[src/rtl/uart_pkg.sv]
// Shared UART definitions: receiver state encoding, baud timing helpers and
// parity mode constants used by both the transmit and receive stages.
package uart_pkg;

  typedef enum logic [4:0] {
    RX_IDLE   = 5'b00001,
    RX_START  = 5'b00010,
    RX_DATA   = 5'b00100,
    RX_PARITY = 5'b01000,
    RX_STOP   = 5'b10000
  } rx_state_e;

  localparam int unsigned PARITY_NONE = 0;
  localparam int unsigned PARITY_EVEN = 1;

  function automatic int unsigned baud_limit(input int unsigned clkf, input int unsigned baud);
    return (clkf / baud) - 1;
  endfunction

  function automatic int unsigned half_limit(input int unsigned clkf, input int unsigned baud);
    return baud_limit(clkf, baud) / 2;
  endfunction

endpackage

[src/rtl/uart_sync.sv]
// Two-flop synchroniser for an asynchronous serial line; resets to the idle
// (high) level so a reset never looks like a start edge.
module uart_sync (
  input  logic clk,
  input  logic rstn,
  input  logic d,
  output logic q
);

  logic meta_q;
  logic sync_q;

  always_ff @(posedge clk or negedge rstn) begin
    if (!rstn) begin
      meta_q <= 1'b1;
      sync_q <= 1'b1;
    end else begin
      meta_q <= d;
      sync_q <= meta_q;
    end
  end

  assign q = sync_q;

endmodule

[src/rtl/uart_rx.sv]
// UART receiver: mid-bit sampling, optional even parity, valid/ready output.
// Define UART_RX_MAJORITY_EN for 2-of-3 majority sampling around each point.
module uart_rx
  import uart_pkg::*;
#(
  parameter int unsigned BAUD   = 921600,
  parameter int unsigned CLKF   = 100000000,
  parameter int unsigned DLEN   = 8,
  parameter int unsigned PARITY = PARITY_NONE
) (
  input  logic            clk,
  input  logic            rstn,
  input  logic            i_rxs,
  output logic            o_rvalid,
  input  logic            i_rready,
  output logic [DLEN-1:0] o_rdata,
  output logic            o_frame_err,
  output logic            o_parity_err,
  output logic            o_overrun
);

  localparam int unsigned BAUD_LIM = baud_limit(CLKF, BAUD);
  localparam int unsigned HALF_LIM = half_limit(CLKF, BAUD);
  localparam int unsigned BW       = $clog2(BAUD_LIM + 1);
  localparam int unsigned CW       = $clog2(DLEN + 1);

  localparam logic [BW-1:0] BL     = BW'(BAUD_LIM);
  localparam logic [BW-1:0] HL     = BW'(HALF_LIM);
  localparam logic [BW-1:0] ONE_B  = BW'(1);
  localparam logic [CW-1:0] ONE_C  = CW'(1);
  localparam logic [CW-1:0] LAST_C = CW'(DLEN - 1);

  rx_state_e       state_q, state_d;
  logic [BW-1:0]   cnt_q, cnt_d;
  logic [CW-1:0]   bitc_q, bitc_d;
  logic [DLEN-1:0] shreg_q, shreg_d;
  logic            perr_q, perr_d;
  logic [DLEN-1:0] rdata_q, rdata_d;
  logic            ferr_q, ferr_d;
  logic            perr_out_q, perr_out_d;
  logic            rvalid_q, rvalid_d;
  logic            ovr_q, ovr_d;
  logic            rxs_prev_q;

  logic            rxs_s;
  logic            fall;
  logic [BW-1:0]   lim;
  logic            at_lim;
  logic            samp_fire;
  logic            samp_bit;
  logic            stop_fire;

  uart_sync u_sync (
    .clk  (clk),
    .rstn (rstn),
    .d    (i_rxs),
    .q    (rxs_s)
  );

  assign fall   = rxs_prev_q & ~rxs_s;
  assign lim    = (state_q == RX_START) ? HL : BL;
  assign at_lim = (state_q != RX_IDLE) && (cnt_q == lim);

`ifdef UART_RX_MAJORITY_EN
  logic vm1_q, vm1_d;
  logic v0_q, v0_d;
  logic pend_q, pend_d;

  // Votes at N-1 and N are held; the decision uses the live line at N+1,
  // so every sample-driven event lands one clock after the count point.
  always_comb begin
    vm1_d  = vm1_q;
    v0_d   = v0_q;
    pend_d = at_lim;
    if ((state_q != RX_IDLE) && (cnt_q == lim - ONE_B)) vm1_d = rxs_s;
    if (at_lim) v0_d = rxs_s;
  end

  always_ff @(posedge clk or negedge rstn) begin
    if (!rstn) begin
      vm1_q  <= 1'b1;
      v0_q   <= 1'b1;
      pend_q <= 1'b0;
    end else begin
      vm1_q  <= vm1_d;
      v0_q   <= v0_d;
      pend_q <= pend_d;
    end
  end

  assign samp_fire = pend_q;
  assign samp_bit  = (vm1_q & v0_q) | (vm1_q & rxs_s) | (v0_q & rxs_s);
`else
  assign samp_fire = at_lim;
  assign samp_bit  = rxs_s;
`endif

  always_comb begin
    state_d    = state_q;
    cnt_d      = cnt_q;
    bitc_d     = bitc_q;
    shreg_d    = shreg_q;
    perr_d     = perr_q;
    rdata_d    = rdata_q;
    ferr_d     = ferr_q;
    perr_out_d = perr_out_q;
    rvalid_d   = rvalid_q;
    ovr_d      = ovr_q;
    stop_fire  = 1'b0;

    if (rvalid_q && i_rready) begin
      rvalid_d = 1'b0;
      ovr_d    = 1'b0;
    end

    case (state_q)
      RX_IDLE: begin
        bitc_d = '0;
        perr_d = 1'b0;
        if (fall) state_d = RX_START;
      end
      RX_START: begin
        cnt_d = at_lim ? '0 : cnt_q + ONE_B;
        if (samp_fire) state_d = samp_bit ? RX_IDLE : RX_DATA;
      end
      RX_DATA: begin
        cnt_d = at_lim ? '0 : cnt_q + ONE_B;
        if (samp_fire) begin
          shreg_d = {samp_bit, shreg_q[DLEN-1:1]};
          bitc_d  = bitc_q + ONE_C;
          if (bitc_q == LAST_C) begin
            bitc_d  = '0;
            state_d = (PARITY != PARITY_NONE) ? RX_PARITY : RX_STOP;
          end
        end
      end
      RX_PARITY: begin
        cnt_d = at_lim ? '0 : cnt_q + ONE_B;
        if (samp_fire) begin
          perr_d  = samp_bit ^ (^shreg_q);
          state_d = RX_STOP;
        end
      end
      RX_STOP: begin
        cnt_d = at_lim ? '0 : cnt_q + ONE_B;
        if (samp_fire) begin
          stop_fire = 1'b1;
          state_d   = RX_IDLE;
        end
      end
      default: state_d = RX_IDLE;
    endcase

    if (state_d == RX_IDLE) cnt_d = '0;

    // A same-cycle handshake frees the output register for the new word.
    if (stop_fire) begin
      if (!rvalid_q || i_rready) begin
        rdata_d    = shreg_q;
        ferr_d     = ~samp_bit;
        perr_out_d = perr_q;
        rvalid_d   = 1'b1;
      end else begin
        ovr_d = 1'b1;
      end
    end
  end

  always_ff @(posedge clk or negedge rstn) begin
    if (!rstn) begin
      state_q    <= RX_IDLE;
      cnt_q      <= '0;
      bitc_q     <= '0;
      shreg_q    <= '0;
      perr_q     <= 1'b0;
      rdata_q    <= '0;
      ferr_q     <= 1'b0;
      perr_out_q <= 1'b0;
      rvalid_q   <= 1'b0;
      ovr_q      <= 1'b0;
      rxs_prev_q <= 1'b1;
    end else begin
      state_q    <= state_d;
      cnt_q      <= cnt_d;
      bitc_q     <= bitc_d;
      shreg_q    <= shreg_d;
      perr_q     <= perr_d;
      rdata_q    <= rdata_d;
      ferr_q     <= ferr_d;
      perr_out_q <= perr_out_d;
      rvalid_q   <= rvalid_d;
      ovr_q      <= ovr_d;
      rxs_prev_q <= rxs_s;
    end
  end

  assign o_rvalid     = rvalid_q;
  assign o_rdata      = rdata_q;
  assign o_frame_err  = ferr_q;
  assign o_parity_err = perr_out_q;
  assign o_overrun    = ovr_q;

endmodule
[config.mk]
export PLATFORM = sky130hd
export DESIGN_NAME = uart_rx
export DESIGN_NICKNAME = d
export VERILOG_FILES = /design/src/rtl/uart_pkg.sv /design/src/rtl/uart_sync.sv /design/src/rtl/uart_rx.sv
export SDC_FILE = /design/constraint.sdc
export NUM_CORES = 1
export LEC_CHECK = 0
export ABC_AREA = 1
export BUFFER_PORTS_ARGS = -buffer_cell sky130_fd_sc_hd__buf_2
export CAP_MARGIN = 20
export CORE_MARGIN = 8
export CORE_UTILIZATION = 29
export CTS_CLUSTER_DIAMETER = 30
export CTS_CLUSTER_SIZE = 16
export DETAILED_ROUTE_END_ITERATION = 12
export GPL_ROUTABILITY_DRIVEN = 1
export HOLD_SLACK_MARGIN = 0.05
export MAX_ROUTING_LAYER = met4
export SLEW_MARGIN = 10
export SYNTH_ARGS = -nofsm -noshare
export SYNTH_HDL_FRONTEND = slang
export SYNTH_SLANG_ARGS = --single-unit
[constraint.sdc]
create_clock -name clk -period 3.11 [get_ports clk]
set_input_delay 0.622 -clock clk [delete_from_list [all_inputs] [get_ports clk]]
set_output_delay 0.622 -clock clk [all_outputs]
set_load 0.02 [all_outputs]
==> metrics.csv <==
metric,value,unit
synth-compound-area-share,7.41,%
crit_path_top_delay_cell,sky130_fd_sc_hd__nor2_2,
gpl.final_weighted_congestion,0.792,
netlist.top_cell.by_area,sky130_fd_sc_hd__dfrtp_1,
critical_path_arrival,2.28,ns
synth_largest_type_area_fraction,43.3,%
rsz0062_at_grt,false,
ir_drop,0.000137,V
core.rowCount,31,
timing_worst_slew_pin_value,0.885,ns
ys_top_cells_by_area,"sky130_fd_sc_hd__dfrtp_1 (43%), sky130_fd_sc_hd__nand2_1 (16%), sky130_fd_sc_hd__dfstp_2 (5.1%), sky130_fd_sc_hd__inv_1 (5.1%), sky130_fd_sc_hd__o21ai_2 (3.8%)",
cp_data_required_time,3.30,ns
cts.repair_timing.setup_buffer_count,0,
p_leak,1.18,nW
fin_area,2360,um^2
critPathKind,flip-flop to flip-flop,
clockBufferDepth,2,
clock_tree.root_cell,sky130_fd_sc_hd__clkbuf_8,
drtIter0Drc,83,
cp_top_family,simple AND/OR/NAND/NOR gates,
flow.area_growth_from_synthesis,13.7,%
initial_core_util,29.3,%
antenna_cells,0,
post_synthesis_async_set_or_reset_flop_share,100,%
critical_path.endpoint_type,flip-flop,
cp_num_buf_inv,1,
die-height,101,um
average_wire_length_per_cell_after_detail_routing,10.3,um
fillCellCount,753,
netlist_area,2080,um^2
dp_hpwl,2820,um
track_usage,8.69,%
timing.setup.tns,0,ns
die_width,101,um
nature_of_the_critical_path_startpoint,flip-flop,
yosys.area_share.simple,32.6,%
holdBufCountCts,0,
timing.clock.skew,0.00788,ns
hold_viol_final,0,
avgViaCountPerCell,4.26,
synth.net_count,256,
number_of_storage_elements_in_the_synthesis_netlist,40,
placedInstanceArea,2240,um^2
final_period_minus_worst_setup_slack,2.09,ns
synth_most_common_cell,sky130_fd_sc_hd__nand2_1,
design.die.area,10100,um^2
grt_pass1_wl,6890,um
cts_tree,yes,
antenna_violations_before_repair,0,
number_of_enable_flip_flop_cells_after_synthesis,0,
design_power_total,1.13,mW
cts_inserted_buffers,5,
finalCoreUtilization,33.3,%
period_share,67.2,%
io_buffers,15,
pre_cts_slack,0.983,ns
clkSlewWorstSetupHoldPaths,0.08,ns
share_of_the_synthesized_netlist_area_taken_by_xor_and_xnor_gates,2.53,%
pwr_density_cell,477,nW/um^2
critical-path-top-cell-by-count,sky130_fd_sc_hd__nand2_1,
synth_top_cells_by_count,"sky130_fd_sc_hd__nand2_1 (87), sky130_fd_sc_hd__dfrtp_1 (36), sky130_fd_sc_hd__inv_1 (28), sky130_fd_sc_hd__nand3_1 (15)",
run_status,completed,
clock_tree.htree_level_count,2,
crit_path_max_fanout,21,
coreArea,7100,um^2
number_of_nets_in_the_finished_design,274,
cts_repair_resize_count,0,
setup-violations-final,0,
ys.flop_type,sky130_fd_sc_hd__dfrtp_1,
io_pins,16,
seq_area_frac_synth,48.4,%
max-slew-margin-rel,41.0,%
drive_gt1_share,21.2,%
grt-ovfl-total,0,
post_synth_num_cell_types,27,
worstHoldPathType,flip-flop to flip-flop,
drc,0,
dominant_combinational_cell_family_by_area_after_synthesis,simple AND/OR/NAND/NOR gates,
largest_net_degree_at_the_start_of_global_routing,41,
yosys-mux-area-fraction,0.542,%
vias,1566,
clock.fmax,0.478,GHz
report.final.slew_viol_count,0,
crit_path_cell_trace,inv_1 > nand2_1 > nor2_4 > nand2_2 > nand3_4 > nor2_2 > nor2_1 > nand2_1 > nand2_1,
routed_wirelength,3790,um
drtPass1Iterations,4,
postSynthCellCount,250,
synth.yosys.warnings,0,
clock-sinks,40,
synth_adder_area_share,1.20,%
grt_pass1_vias,1495,
crit_path_max_incr_delay,0.60,ns
synthesis.area_per_instance,8.31,um^2
slack_of_the_critical_path,1.02,ns
antenna_violating_nets_post_route,0,
clkLatencyLatePin,0.30,ns
max_cap_viols,0,
==> per-layer routing <==
layer  wire [um]  up-vias  share of wire, %  GRT usage, %
met5           0        -                 0             -
met2        1730       21                46          13.4
met1        1880      714                50          10.5
met4          78        0               2.1          5.23
li1            -      825                 -             -
met3          99        6               2.6          1.24
==> metrics by stage <==
step                      hold slack, ns  instances
after global placement             0.347        360
after detailed placement           0.347        360
after CTS                          0.359        368
final                              0.358        368
after global routing               0.365        368
after floorplan                    0.326        250
==> final timing paths <==
kind	start	end	slack [ns]	cells after the start
setup reg to reg	state_q[0]	bitc_q[3]	1.02	9
setup / recovery	state_q[0]	bitc_q[3]	1.02	9
hold / removal	u_sync.meta_q	u_sync.q	0.36	0
hold reg to reg	u_sync.meta_q	u_sync.q	0.36	0
max in group asynchronous	rstn	cnt_q[3]	2.11	1
min in group asynchronous	rstn	o_rdata[4]	0.44	1
==> worst register-to-register path, stage by stage (launching register included) <==
cell and delay (ns):
sky130_fd_sc_hd__dfstp_2 0.57, sky130_fd_sc_hd__inv_1 0.06, sky130_fd_sc_hd__nand2_1 0.10, sky130_fd_sc_hd__nor2_4 0.05
sky130_fd_sc_hd__nand2_2 0.08, sky130_fd_sc_hd__nand3_4 0.18, sky130_fd_sc_hd__nor2_2 0.60, sky130_fd_sc_hd__nor2_1 0.19
sky130_fd_sc_hd__nand2_1 0.11, sky130_fd_sc_hd__nand2_1 0.05
==> area by class of cell <==
type	count	area, um^2	area share, %
multi-input combinational	175	920	38.9
sequential	40	1010	42.6
tap	99	124	5.24
clock buffer	6	82.6	3.50
inverter	31	116	4.93
clock inverter	2	38.8	1.64
timing repair buffer	15	75.1	3.18
==> kinds of logic (layout without fill, tap and decap cells) <==
kind of cell,after synthesis,in the layout
xor gates and xnor gates,6,6
AOI/OAI and AO/OA,24,24
adders and majority gates,2,2
buffers and inverters,35,54
DFF,40,40
muxes,1,1
and+or+nand+nor,142,142
==> cells in the final DEF, fill, tap and decap left out, drive strengths merged, types with 2 or more instances in the layout <==
master,instances
dfrtp,36
inv,31
ha,2
clkbuf,6
xnor2,3
nand2,90
o21ai,23
or2,3
dfstp,4
buf,15
nand4,9
nand3,18
nor2,19
nand3b,3
xor2,3
==> report_power, final <==
part | internal [mW] | total (mW) | switching (mW)
Sequential | 0.538 | 0.554 | 0.0156
Combinational | 0.0361 | 0.122 | 0.0862
Clock | 0.262 | 0.451 | 0.189
==> state kept, by name, indices dropped and copies added (netlist names), 4 cells and up <==
| register | flops |
|---|---|
| cnt_q | 7 |
| bitc_q | 4 |
| state_q | 5 |
| o_rdata | 8 |
| shreg_q | 8 |
Note: power is estimated with default switching activity, not from simulation.
